===== src/rtl/seg7_frame_monitor.sv =====
// Receive-side monitor for the seven-segment bus: deglitches the 8-bit segment/dp
// pattern, decodes it back to a hex digit, and tracks frame hold times and counts.
//
// state    | meaning
// ---------+---------------------------------------------------------------
// IDLE     | no frame accepted since reset
// SETTLING | candidate differs from the accepted pattern, not yet stable
// LOCKED   | candidate equals the accepted pattern
module seg7_frame_monitor #(
  parameter int STABLE_CYCLES = 4,
  parameter int HOLD_W        = 24
) (
  input  logic              clk,
  input  logic              rst_n,
  input  logic [7:0]        seg_in,
  input  logic              clear,
  output logic              frame_valid,
  output logic [7:0]        pattern,
  output logic [3:0]        digit,
  output logic              is_digit,
  output logic              blank,
  output logic [HOLD_W-1:0] hold_cycles,
  output logic [15:0]       frame_count,
  output logic [7:0]        invalid_count
);

  typedef enum logic [1:0] {IDLE, SETTLING, LOCKED} state_t;

  localparam logic [7:0]        STAB_MAX = 8'(STABLE_CYCLES);
  localparam logic [HOLD_W-1:0] HOLD_MAX = '1;

  state_t            state_q, state_d;
  logic [7:0]        seg_q;
  logic [7:0]        cand_q, cand_d;
  logic [7:0]        stab_q, stab_d;
  logic              frame_valid_q, frame_valid_d;
  logic [7:0]        pattern_q, pattern_d;
  logic [3:0]        digit_q, digit_d;
  logic              is_digit_q, is_digit_d;
  logic              blank_q, blank_d;
  logic [HOLD_W-1:0] hold_ctr_q, hold_ctr_d;
  logic [HOLD_W-1:0] hold_cycles_q, hold_cycles_d;
  logic [15:0]       frame_count_q, frame_count_d;
  logic [7:0]        invalid_count_q, invalid_count_d;

  logic              accept;
  logic [3:0]        dec_digit;
  logic              dec_hit;
  logic              dec_blank;

  always_comb begin
    dec_digit = 4'h0;
    dec_hit   = 1'b1;
    case (cand_d[6:0])
      7'h3F: dec_digit = 4'h0;
      7'h06: dec_digit = 4'h1;
      7'h5B: dec_digit = 4'h2;
      7'h4F: dec_digit = 4'h3;
      7'h66: dec_digit = 4'h4;
      7'h6D: dec_digit = 4'h5;
      7'h7D: dec_digit = 4'h6;
      7'h07: dec_digit = 4'h7;
      7'h7F: dec_digit = 4'h8;
      7'h6F: dec_digit = 4'h9;
      7'h77: dec_digit = 4'hA;
      7'h7C: dec_digit = 4'hB;
      7'h39: dec_digit = 4'hC;
      7'h5E: dec_digit = 4'hD;
      7'h79: dec_digit = 4'hE;
      7'h71: dec_digit = 4'hF;
      default: dec_hit = 1'b0;
    endcase
    dec_blank = (cand_d[6:0] == 7'h00);
  end

  always_comb begin
    cand_d          = cand_q;
    stab_d          = stab_q;
    state_d         = state_q;
    frame_valid_d   = 1'b0;
    pattern_d       = pattern_q;
    digit_d         = digit_q;
    is_digit_d      = is_digit_q;
    blank_d         = blank_q;
    hold_ctr_d      = (hold_ctr_q == HOLD_MAX) ? hold_ctr_q : hold_ctr_q + 1'b1;
    hold_cycles_d   = hold_cycles_q;
    frame_count_d   = clear ? 16'h0000 : frame_count_q;
    invalid_count_d = clear ? 8'h00 : invalid_count_q;

    if (seg_q != cand_q) begin
      cand_d = seg_q;
      stab_d = 8'd1;
    end else if (stab_q != STAB_MAX) begin
      stab_d = stab_q + 8'd1;
    end

    // Accept is judged on next-state values so outputs land with the pulse.
    accept = (stab_d == STAB_MAX) && ((state_q == IDLE) || (cand_d != pattern_q));

    if (accept) begin
      state_d       = LOCKED;
      frame_valid_d = 1'b1;
      pattern_d     = cand_d;
      digit_d       = dec_digit;
      is_digit_d    = dec_hit;
      blank_d       = dec_blank;
      hold_ctr_d    = '0;
      if (state_q == IDLE)
        hold_cycles_d = '0;
      else
        hold_cycles_d = (hold_ctr_q == HOLD_MAX) ? HOLD_MAX : hold_ctr_q + 1'b1;
      frame_count_d = frame_count_d + 16'd1;
      if (!dec_hit && !dec_blank && invalid_count_d != 8'hFF)
        invalid_count_d = invalid_count_d + 8'd1;
    end else if (state_q != IDLE) begin
      state_d = (cand_d != pattern_q) ? SETTLING : LOCKED;
    end
  end

  always_ff @(posedge clk or negedge rst_n) begin
    if (!rst_n) begin
      state_q         <= IDLE;
      seg_q           <= '0;
      cand_q          <= '0;
      stab_q          <= '0;
      frame_valid_q   <= 1'b0;
      pattern_q       <= '0;
      digit_q         <= '0;
      is_digit_q      <= 1'b0;
      blank_q         <= 1'b0;
      hold_ctr_q      <= '0;
      hold_cycles_q   <= '0;
      frame_count_q   <= '0;
      invalid_count_q <= '0;
    end else begin
      state_q         <= state_d;
      seg_q           <= seg_in;
      cand_q          <= cand_d;
      stab_q          <= stab_d;
      frame_valid_q   <= frame_valid_d;
      pattern_q       <= pattern_d;
      digit_q         <= digit_d;
      is_digit_q      <= is_digit_d;
      blank_q         <= blank_d;
      hold_ctr_q      <= hold_ctr_d;
      hold_cycles_q   <= hold_cycles_d;
      frame_count_q   <= frame_count_d;
      invalid_count_q <= invalid_count_d;
    end
  end

  assign frame_valid   = frame_valid_q;
  assign pattern       = pattern_q;
  assign digit         = digit_q;
  assign is_digit      = is_digit_q;
  assign blank         = blank_q;
  assign hold_cycles   = hold_cycles_q;
  assign frame_count   = frame_count_q;
  assign invalid_count = invalid_count_q;

endmodule

===== config.mk =====
export PLATFORM = sky130hd
export DESIGN_NAME = seg7_frame_monitor
export DESIGN_NICKNAME = d
export VERILOG_FILES = /design/src/rtl/seg7_frame_monitor.sv
export SDC_FILE = /design/constraint.sdc
export NUM_CORES = 1
export LEC_CHECK = 0
export ABC_AREA = 1
export CORE_ASPECT_RATIO = 1.25
export CORE_MARGIN = 2
export CORE_UTILIZATION = 30
export CTS_CLUSTER_SIZE = 30
export DETAILED_ROUTE_END_ITERATION = 10
export GPL_TIMING_DRIVEN = 0
export PLACE_DENSITY = 0.57
export SLEW_MARGIN = 15
export SYNTH_ARGS = -nofsm -noshare
export SYNTH_HDL_FRONTEND = slang
export SYNTH_SLANG_ARGS = --single-unit
export TNS_END_PERCENT = 10

===== constraint.sdc =====
create_clock -name clk -period 2.4 [get_ports clk]
set_input_delay 0.36 -clock clk [delete_from_list [all_inputs] [get_ports clk]]
set_output_delay 0.36 -clock clk [all_outputs]
set_load 0.05 [all_outputs]

==> summary.txt, run 1 <==
Logic synthesis
  – Distinct cells, synth: 29
  – Synthesized netlist cell count: 847
  – Seq/Total Area, Yosys: 46.0%
  – Top-area cell type share of the netlist area: 46.0%
  – EDFF count, synth: 0
  – Ys Warns: 0
  – Register bit total from synthesis: 113
  – Ys async rst share: 100%
  – Synthesized Nets: 863
  – Most common cell in the netlist: nand2_1
  – Top_reg_cell synth: dfrtp_1
  – Post-Syn Area: 0.00615 sq mm
  – Top cells by area, synth: dfrtp_1, nand2_1, nor2_1
  – Avg Inst Size Synth: 7.26 sq um
  – Most frequent cells after synthesis: nand2_1, dfrtp_1, nor2_1
  – Post-synth top area cell: dfrtp_1

Layout
  – Filler cells: 2120
  – Area Growth Syn to Fin: 29.8%
  – Share of cells above drive strength 1: 8.16%
  – Final nets: 959
  – Fin cells: 1226
  – Reg area: 0.00283 sq mm
  – Area of the multi-input gates: 0.00290 sq mm
  – Finished Core Util: 39.7%
  – Final instance area: 0.00799 sq mm
  – Antenna cell count: 0

Power
  – Flop pwr share: 40.2%
  – Clock power share: 56.4%
  – Leakage: 3.85 nW
  – Overall Power: 4.80 mW
  – Power Dens Cells: 601 mW/mm^2
  – Total internal power: 3.80 mW
  – Switch share: 20.9%
  – Comb pwr share: 3.3%
  – Max rail drop VDD: 0.525 mV
  – P_sw: 1.00 mW

Clock network
  – CTS tree: built
  – CTS sink cnt: 113
  – Root Buffer: clkbuf_16
  – Clk pin slew, worst setup/hold paths: 0.05 ns
  – H-tree levels: 4
  – Worst-Skew Late Latency: 0.41 ns
  – CTS Buf Count: 17
  – Clock tree buffer depth: 2

GRT
  – Initial antenna violation count: 0
  – Largest net degree at the start of global routing: 78
  – Grt total ovfl: 0
  – Global Route Usage Sum: 15.3%
  – First-pass GRT wire length: 26700 um
  – Number of global-route vias before repair: 5537

Setup path
  – FF-to-FF Start: stab_q[0]$_DFF_PN0_
  – Slowest CP cell: dfrtp_1
  – Crit path DAT: 2.51 ns
  – R2R depth: 13
  – Worst path cell trace: inv_1 -> ha_1 -> nand3_1 -> nor2_4 -> nand2_1 -> o21ai_2 -> nand3_1 -> nor2_2 -> nand3_4 -> buf_6 -> buf_6 -> nand3_1 -> nand2_1
  – Worst reg2reg setup slack: 0.19 ns
  – Logic depth of the worst setup path including buffers: 13
  – Worst Path Buf+Inv: 3
  – Max incr delay on CP: 0.43 ns
  – Critical path class: reg2reg
  – Most used cell, CP: nand3_1
  – Crit path required time: 2.69 ns
  – CP Max Fanout: 10
  – RR Endpoint: frame_count[9]$_DFF_PN0_
  – CP Capture Point: frame_count[9]$_DFF_PN0_
  – Cell family with most CP delay: simple AND/OR/NAND/NOR gates
  – CP Launch Type: register
  – Worst setup EP type: register
  – Worst setup path start: stab_q[0]$_DFF_PN0_

STA
  – Worst Skew: 0.00865 ns
  – Fmax: 452 MHz
  – Slew of the pin with the lowest slew margin: 0.555 ns
  – Relative slew margins: 62.9%
  – Unrepaired setup endpoints after global routing: false
  – Final Slew Violations: 0
  – Period utilization: 92.2%
  – Number of hold violations in the final report: 0
  – Fin crit period: 2.21 ns
  – Setup-failing EPs final: 0

Job
  – Maxcap violations: 0

Run status
  – Outcome: completed

Placed design
  – Inst Count DP: 1190
  – DP HPWL: 11600 um
  – GP Congestion: 0.899
  – Port-buffer cells: 72
  – Placed instance area: 0.00724 sq mm

Detailed routing
  – Drt drc: 0
  – WL/cell: 12.9 um
  – Vias per std cell: 4.45
  – Drt pass-1 iters: 4
  – Routed Antenna Nets: 0
  – Number of DRC markers in iteration 0: 256
  – Vias: 5459
  – Routed WL: 15900 um

Floorplanning
  – IO Count: 74
  – Core ar.: 0.0201 sq mm
  – Die height: 164 um
  – Initial Util: 30.6%
  – Die width: 132 um
  – Num rows: 58
  – Die area: 0.0217 sq mm

Hold path
  – Hold Path Stages: 1
  – Hold crit path type: in2reg
[metal layers]
layer  global-route usage (%)  up-vias  wire [um]
li1                         -     2822          -
met1                     18.0     2511       6970
met2                     27.4       97       7960
met3                     3.27       29        533
met4                     6.13        0        390
met5                        0        -          0
[metrics by stage]
step	setup TNS [ns]	hold slack [ns]	worst slack, ns
after global routing	0	0.367	0.0000198
final	0	0.379	0.186
after detailed placement	-6.16	0.287	-0.530
after global placement	-413.97	0.471	-3.62
after CTS	0	0.364	0.00945
after floorplan	0	0.0644	0.122
[layout by cell type (no fill, tap or decap), drive strengths merged]
cell type and count:
a21oi 23, dlygate4sd3 1, o21ai 48, nand2 322, clkinvlp 1, clkdlybuf4s50 71
clkinv 2, bufinv 4, ha 5, and2 1, inv 82, nand3b 1
xor2 29, nor3 21, o221ai 1, or2 2, nor4 1, clkbuf 46
xnor2 18, nand3 37, o2111ai 1, nor2 90, nand4 15, dfrtp 113
buf 21
[cell families (layout without fill, tap and decap cells)]
group                      Yosys count  in the layout  share of synthesized area [%]
adders and majority gates            5              5                           1.02
AOI/OAI and AO/OA                   73             73                           6.06
and+or+nand+nor                    490            490                           32.3
DFF                                113            113                           46.0
xor gates and xnor gates            47             47                           6.69
buffers and inverters              119            228                           8.01
[state kept, by name (all words and copies together) (netlist names), 2 cells and up]
register,cells
hold_ctr_q,24
hold_cycles,24
frame_count,16
cand_q,8
invalid_count,8
pattern,8
seg_q,8
stab_q,8
digit,4
state_q,2
[power by group through the flow]
stage / Sequential, mW / Combinational, mW / Clock (mW)
floorplan: 1.96 / 0.0777 / 0
global placement: 1.96 / 0.155 / 0
detailed placement: 1.96 / 0.160 / 0
CTS: 1.93 / 0.163 / 2.76
global route: 1.93 / 0.185 / 2.85
finish: 1.93 / 0.161 / 2.71
[area by class of cell]
class                      count  area share, %
timing repair buffer          77           9.79
inverter                      81           3.84
sequential                   113           35.4
tap                          270           4.23
buffer                        38           2.55
clock buffer                  24           6.03
multi-input combinational    615           36.3
clock inverter                 8           1.88
[what timing repair did]
action	CTS	global route
cloned	0	0
pin swaps	0	1
setup buffers	1	2
hold buffers	1	0
endpoints found under the hold margin	36	0
gates resized for setup	12	20
endpoints found under the setup margin	77	85
[worst min path at each step]
stage | from | endpoint | slack [ns]
floorplan | rst_n | blank$_DFFE_PN0N_ | 0.06
global placement | hold_cycles[10]$_DFFE_PN0N_ | hold_cycles[10]$_DFFE_PN0N_ | 0.47
detailed placement | rst_n | seg_q[6]$_DFF_PN0_ | 0.29
CTS | seg_in[5] | seg_q[5]$_DFF_PN0_ | 0.36
global route | seg_in[5] | seg_q[5]$_DFF_PN0_ | 0.37
finish | seg_in[3] | seg_q[3]$_DFF_PN0_ | 0.38
Note: power is estimated with default switching activity, not from simulation.
==> run 2, diff against run 1 <==
--- a/config.mk
+++ b/config.mk
@@ -12,7 +12,7 @@
 export CTS_CLUSTER_SIZE = 30
 export DETAILED_ROUTE_END_ITERATION = 10
 export GPL_TIMING_DRIVEN = 0
-export PLACE_DENSITY = 0.57
+export PLACE_DENSITY = 0.59
 export SLEW_MARGIN = 15
 export SYNTH_ARGS = -nofsm -noshare
 export SYNTH_HDL_FRONTEND = slang
==> constraint.sdc (replaced) <==
create_clock -name clk -period 1.9 [get_ports clk]
set_input_delay 0.285 -clock clk [delete_from_list [all_inputs] [get_ports clk]]
set_output_delay 0.285 -clock clk [all_outputs]
set_load 0.05 [all_outputs]
==> run 2 against run 1 <==
- the run now ends with negative setup slack left
- final area grew 11%
- register-to-register slack lost 0.34 ns
- clock-buffer cell count shrank 3
- non-clock buffer count grew 38
- critical path type unchanged
- highest routed layer unchanged
==> summary.txt, run 2 (synthesis results as in run 1) <==
Run status
  – Outcome: finished with violations
  – Failing checks: negative setup slack

Power
  – Comb pwr share: 4.3%
  – Leakage: 4.84 nW
  – Flop pwr share: 40.3%
  – P_sw: 1.31 mW
  – Max rail drop VDD: 0.479 mV
  – Clock power share: 55.4%
  – Overall Power: 6.06 mW
  – Total internal power: 4.75 mW
  – Switch share: 21.6%
  – Power Dens Cells: 683 mW/mm^2

Setup path
  – CP Max Fanout: 7
  – Crit path required time: 2.21 ns
  – Worst Path Buf+Inv: 5
  – Worst setup EP type: register
  – Worst reg2reg setup slack: -0.15 ns
  – Logic depth of the worst setup path including buffers: 11
  – Crit path DAT: 2.36 ns
  – Critical path class: reg2reg
  – Cell family with most CP delay: simple AND/OR/NAND/NOR gates
  – Most used cell, CP: nand3_4
  – R2R depth: 11
  – Worst path cell trace: buf_6 -> buf_4 -> xor2_1 -> nor3_2 -> nand3_4 -> nand3_4 -> buf_8 -> clkinv_8 -> clkbuf_16 -> nand2_4 -> nand2_2
  – CP Launch Type: register
  – Max incr delay on CP: 0.40 ns
  – Slowest CP cell: dfrtp_1

Detailed routing
  – Drt pass-1 iters: 8
  – Number of DRC markers in iteration 0: 407
  – Routed Antenna Nets: 0
  – WL/cell: 13.8 um
  – Drt drc: 0
  – Vias per std cell: 4.58
  – Vias: 5795
  – Routed WL: 17500 um

Floorplanning
  – Initial Util: 30.6%
  – Core ar.: 0.0201 sq mm
  – Num rows: 58
  – IO Count: 74
  – Die height: 164 um
  – Die width: 132 um
  – Die area: 0.0217 sq mm

Layout
  – Final nets: 999
  – Area Growth Syn to Fin: 44.2%
  – Final instance area: 0.00887 sq mm
  – Fin cells: 1266
  – Share of cells above drive strength 1: 18.9%
  – Most frequent cells in the layout: nand2_1, dfrtp_1, nor2_1, inv_1
  – Commonest non-fill, non-tap cell in the layout: nand2_1
  – Antenna cell count: 0
  – Finished Core Util: 44.1%

Placed design
  – Port-buffer cells: 72
  – DP HPWL: 11600 um
  – GP Congestion: 0.925
  – Placed instance area: 0.00729 sq mm
  – Inst Count DP: 1190

Clock network
  – H-tree levels: 4
  – Clock tree buffer depth: 2
  – CTS Buf Count: 17
  – Clk pin slew, worst setup/hold paths: 0.06 ns
  – CTS sink cnt: 113
  – Worst-Skew Late Latency: 0.42 ns
  – Root Buffer: clkbuf_16
  – CTS tree: built

GRT
  – Initial antenna violation count: 0
  – Grt total ovfl: 0
  – Global Route Usage Sum: 16.5%
  – First-pass GRT wire length: 28500 um
  – Largest net degree at the start of global routing: 80
  – Number of global-route vias before repair: 5829

STA
  – Slew of the pin with the lowest slew margin: 0.553 ns
  – Fin crit period: 2.05 ns
  – Worst Skew: 0.0130 ns
  – Unrepaired setup endpoints after global routing: true
  – Number of hold violations in the final report: 0
  – Relative slew margins: 63.3%
  – Final Slew Violations: 0
  – Fmax: 487 MHz
  – Hold WS: 0.299 ns
  – Setup-failing EPs final: 87
  – PnR worst setup slack: -0.151 ns
  – Period utilization: 108%

Hold path
  – Hold crit path type: in2reg
  – Hold Path Stages: 1

Job
  – Maxcap violations: 0
-- run 2: changes by cell type in the layout (fill, tap and decap cells not counted), moves of 8 or more --
| cell | previous run | this run |
|---|---|---|
| nand2_1 | 322 | 287 |
| clkbuf_2 | 9 | 1 |
| dlygate4sd2_1 | 0 | 31 |
| buf_4 | 5 | 30 |
| clkdlybuf4s50_1 | 71 | 15 |
| o21ai_0 | 46 | 18 |
| inv_1 | 77 | 69 |
| nand3_1 | 34 | 26 |
| buf_2 | 10 | 2 |
| nand2_2 | 0 | 31 |
| o21ai_1 | 1 | 26 |
| buf_8 | 0 | 10 |
| dlymetal6s2s_1 | 0 | 25 |
-- run 2: worst reg2reg max path: cells and delay by family, from the launching register on --
kind / cells / cell delay [ns]
flip-flops: 1 / 0.40
XOR/XNOR: 1 / 0.16
AND/OR/NAND/NOR: 5 / 0.72
buffers and inverters: 5 / 0.66
-- run 2: stage by stage --
step / TNS [ns] / worst slack [ns]
final: -9.98 / -0.151
after global routing: -20.00 / -0.282
after CTS: -8.48 / -0.135
after detailed placement: -43.94 / -0.609
after global placement: -501.64 / -4.50
after floorplan: 0 / 0.00406
-- run 2: power groups by stage --
| stage | clock [mW] | sequential, mW | combinational, mW |
|---|---|---|---|
| after floorplan | 0 | 2.48 | 0.101 |
| after global placement | 0 | 2.48 | 0.196 |
| after detailed placement | 0 | 2.48 | 0.205 |
| after CTS | 3.42 | 2.44 | 0.235 |
| after global routing | 3.52 | 2.44 | 0.296 |
| final | 3.35 | 2.44 | 0.263 |
-- run 2: repair_timing --
action	4_1_cts	5_1_grt
resized for setup	146	92
cloned	4	5
endpoints found under the hold margin	34	0
pin swaps	18	23
endpoints found under the setup margin	119	114
setup buffers	21	15
hold buffers	1	0
-- run 2: area by class of cell --
| cell class | instances | area (sq um) |
|---|---|---|
| Tap cell | 270 | 338 |
| Fill cell | 2029 | 11200 |
| Inverter | 81 | 324 |
| Buffer | 37 | 348 |
| Multi-Input combinational cell | 616 | 3170 |
| Timing Repair inverter | 1 | 8.76 |
| Clock inverter | 11 | 163 |
| Sequential cell | 113 | 2840 |
| Timing Repair Buffer | 116 | 1240 |
| Clock buffer | 21 | 450 |
-- run 2: worst paths after layout --
kind                                        startpoint                          end
min                                          seg_in[2]           seg_q[2]$_DFF_PN0_
max in group asynchronous                        rst_n    hold_ctr_q[8]$_DFFE_PN0P_
max reg2reg                         seg_q[6]$_DFF_PN0_     frame_count[5]$_DFF_PN0_
min in group asynchronous                        rst_n           seg_q[1]$_DFF_PN0_
max                                 seg_q[6]$_DFF_PN0_     frame_count[5]$_DFF_PN0_
min reg2reg                hold_cycles[15]$_DFFE_PN0N_  hold_cycles[15]$_DFFE_PN0N_
-- run 2: metal layers --
| layer | wire [um] | vias to the layer above | track usage [%] |
|---|---|---|---|
| met2 | 9250 | 130 | 29.8 |
| met1 | 7180 | 2713 | 18.8 |
| met4 | 408 | 0 | 7.21 |
| met5 | 0 | - | 0 |
| li1 | - | 2923 | - |
| met3 | 646 | 29 | 3.40 |
==> run 3, diff against run 2 <==
--- a/config.mk
+++ b/config.mk
@@ -13,7 +13,6 @@
 export DETAILED_ROUTE_END_ITERATION = 10
 export GPL_TIMING_DRIVEN = 0
 export PLACE_DENSITY = 0.59
-export SLEW_MARGIN = 15
 export SYNTH_ARGS = -nofsm -noshare
 export SYNTH_HDL_FRONTEND = slang
 export SYNTH_SLANG_ARGS = --single-unit
==> run 3 against run 2 <==
- the run still ends with negative setup slack left
- core utilization is 0.58 points lower
- non-clock buffer count is 7 lower
- sequential power hardly changed
- worst hold slack better by 0.0048 ns
- combinational power is 7% lower
- critical path type unchanged
- largest cell class unchanged
- largest power group unchanged
- highest routed layer unchanged
==> summary.txt, run 3 (synthesis results as in run 1) <==
STA
  – Relative slew margins: 63.4%
  – Slew of the pin with the lowest slew margin: 0.551 ns
  – Hold WS: 0.304 ns
  – Final Slew Violations: 0
  – Number of hold violations in the final report: 0
  – PnR worst setup slack: -0.201 ns
  – Period utilization: 111%
  – Unrepaired setup endpoints after global routing: true
  – Setup-failing EPs final: 87
  – Worst Skew: 0.00791 ns
  – Fin crit period: 2.10 ns
  – Fmax: 476 MHz

Layout
  – Final instance area: 0.00876 sq mm
  – Commonest non-fill, non-tap cell in the layout: nand2_1
  – Antenna cell count: 0
  – Filler cells: 2054
  – Final nets: 991
  – Area of the multi-input gates: 0.00319 sq mm
  – Area Growth Syn to Fin: 42.3%
  – Reg area: 0.00284 sq mm
  – Share of cells above drive strength 1: 18.3%
  – Most frequent cells in the layout: nand2_1, dfrtp_1, nor2_1, inv_1, dlygate4sd2_1

GRT
  – Largest net degree at the start of global routing: 87
  – Grt total ovfl: 0
  – Global Route Usage Sum: 16.4%
  – Number of global-route vias before repair: 5752
  – Initial antenna violation count: 0
  – First-pass GRT wire length: 28400 um

Floorplanning
  – Initial Util: 30.6%
  – Num rows: 58
  – IO Count: 74
  – Core ar.: 0.0201 sq mm
  – Die area: 0.0217 sq mm
  – Die width: 132 um
  – Die height: 164 um

Setup path
  – Critical path class: reg2reg
  – CP Launch Type: register
  – Crit path required time: 2.23 ns
  – Crit path DAT: 2.43 ns
  – Worst setup EP type: register
  – CP Max Fanout: 6
  – Worst setup path start: stab_q[0]$_DFF_PN0_
  – FF-to-FF Start: stab_q[0]$_DFF_PN0_

Detailed routing
  – Vias per std cell: 4.57
  – Drt pass-1 iters: 4
  – Drt drc: 0
  – Number of DRC markers in iteration 0: 381
  – Vias: 5750
  – Routed Antenna Nets: 0
  – WL/cell: 13.6 um
  – Routed WL: 17100 um

Hold path
  – Hold crit path type: in2reg
  – Hold Startpoint: seg_in[0]

Job
  – Maxcap violations: 0

Clock network
  – Clk pin slew, worst setup/hold paths: 0.06 ns
  – H-tree levels: 4
  – CTS tree: built
  – Root Buffer: clkbuf_16
  – CTS sink cnt: 113
  – Clock tree buffer depth: 2
  – CTS Buf Count: 17
  – Worst-Skew Late Latency: 0.41 ns

Run status
  – Failing checks: negative setup slack
  – Outcome: finished with violations

Power
  – Power Dens Cells: 684 mW/mm^2
  – Leakage: 4.68 nW
  – Max rail drop VDD: 0.401 mV

Placed design
  – DP HPWL: 11600 um
  – Placed instance area: 0.00729 sq mm
  – GP Congestion: 0.925
  – Port-buffer cells: 72
## run 3: changes by cell type in the layout (fill, tap and decap cells not counted), sizes merged
| cell | change |
|---|---|
| clkinv | -1 |
| dlygate4sd2 | +2 |
| clkbuf | -2 |
| dlymetal6s2s | -4 |
| buf | -5 |
| clkdlybuf4s50 | +2 |
## run 3: final timing paths
path | to | slack [ns] | cells after the start
setup / recovery | digit[1]$_DFFE_PN0N_ | -0.20 | 12
hold / removal | seg_q[0]$_DFF_PN0_ | 0.30 | 1
setup reg to reg | digit[1]$_DFFE_PN0N_ | -0.20 | 12
hold reg to reg | hold_cycles[14]$_DFFE_PN0N_ | 0.48 | 2
max in group asynchronous | invalid_count[0]$_DFF_PN0_ | 0.81 | 3
min in group asynchronous | cand_q[1]$_DFF_PN0_ | 0.31 | 2
## run 3: layout make-up
class | count | area share, %
Clock inverter | 11 | 1.86
Multi-Input combinational cell | 616 | 36.5
Timing Repair Buffer | 109 | 12.9
Inverter | 81 | 3.62
Tap cell | 270 | 3.86
Sequential cell | 113 | 32.4
Buffer | 37 | 3.90
Clock buffer | 21 | 5.03
## run 3: through the flow
| step | power (mW) | util (%) | setup WS (ns) | TNS [ns] | cells |
|---|---|---|---|---|---|
| after floorplan | 2.58 | - | 0.00406 | 0 | 847 |
| after global placement | 2.68 | 36.1 | -4.50 | -501.64 | 1189 |
| after detailed placement | 2.68 | 36.3 | -0.579 | -42.98 | 1190 |
| after CTS | 6.05 | 42.1 | -0.132 | -7.62 | 1249 |
| after global routing | 6.21 | 43.6 | -0.306 | -21.41 | 1258 |
| final | 5.99 | 43.6 | -0.201 | -11.67 | 1258 |
## run 3: worst max-delay path, stage by stage, from the launching register on
cell and delay, ns:
dfrtp_1 0.42, inv_2 0.10, ha_4 0.17, nand3_4 0.06, nor2_4 0.05, buf_4 0.13, o21ai_2 0.15, nand3_2 0.11
nor2_4 0.15, buf_6 0.13, nand3_4 0.16, clkbuf_8 0.22, o21ai_0 0.16
## run 3: where the power goes
part           total, mW  leakage, nW  switching, mW  internal (mW)
Sequential          2.44         1.51         0.0136           2.43
Clock               3.30        0.287           1.12           2.18
Combinational      0.245         2.88          0.151         0.0942
Total               5.99         4.68           1.29           4.70
## run 3: repair_timing
| item | CTS | global route |
|---|---|---|
| endpoints found under the hold margin | 27 | 0 |
| setup endpoints to repair | 121 | 109 |
| hold buffers | 1 | 0 |
| resized for setup | 146 | 94 |
| buffers inserted | 22 | 9 |
| pin swaps | 31 | 11 |
| gates cloned | 5 | 1 |
## run 3: layer usage
layer  routed length, um  part of all wire (%)  up-vias  GRT usage [%]
li1                    -                     -     2906              -
met1                7290                    43     2731           19.2
met2                9070                    53       86           30.0
met3                 452                   2.6       27           3.06
met4                 326                   1.9        0           6.03
met5                   0                     0        -              0
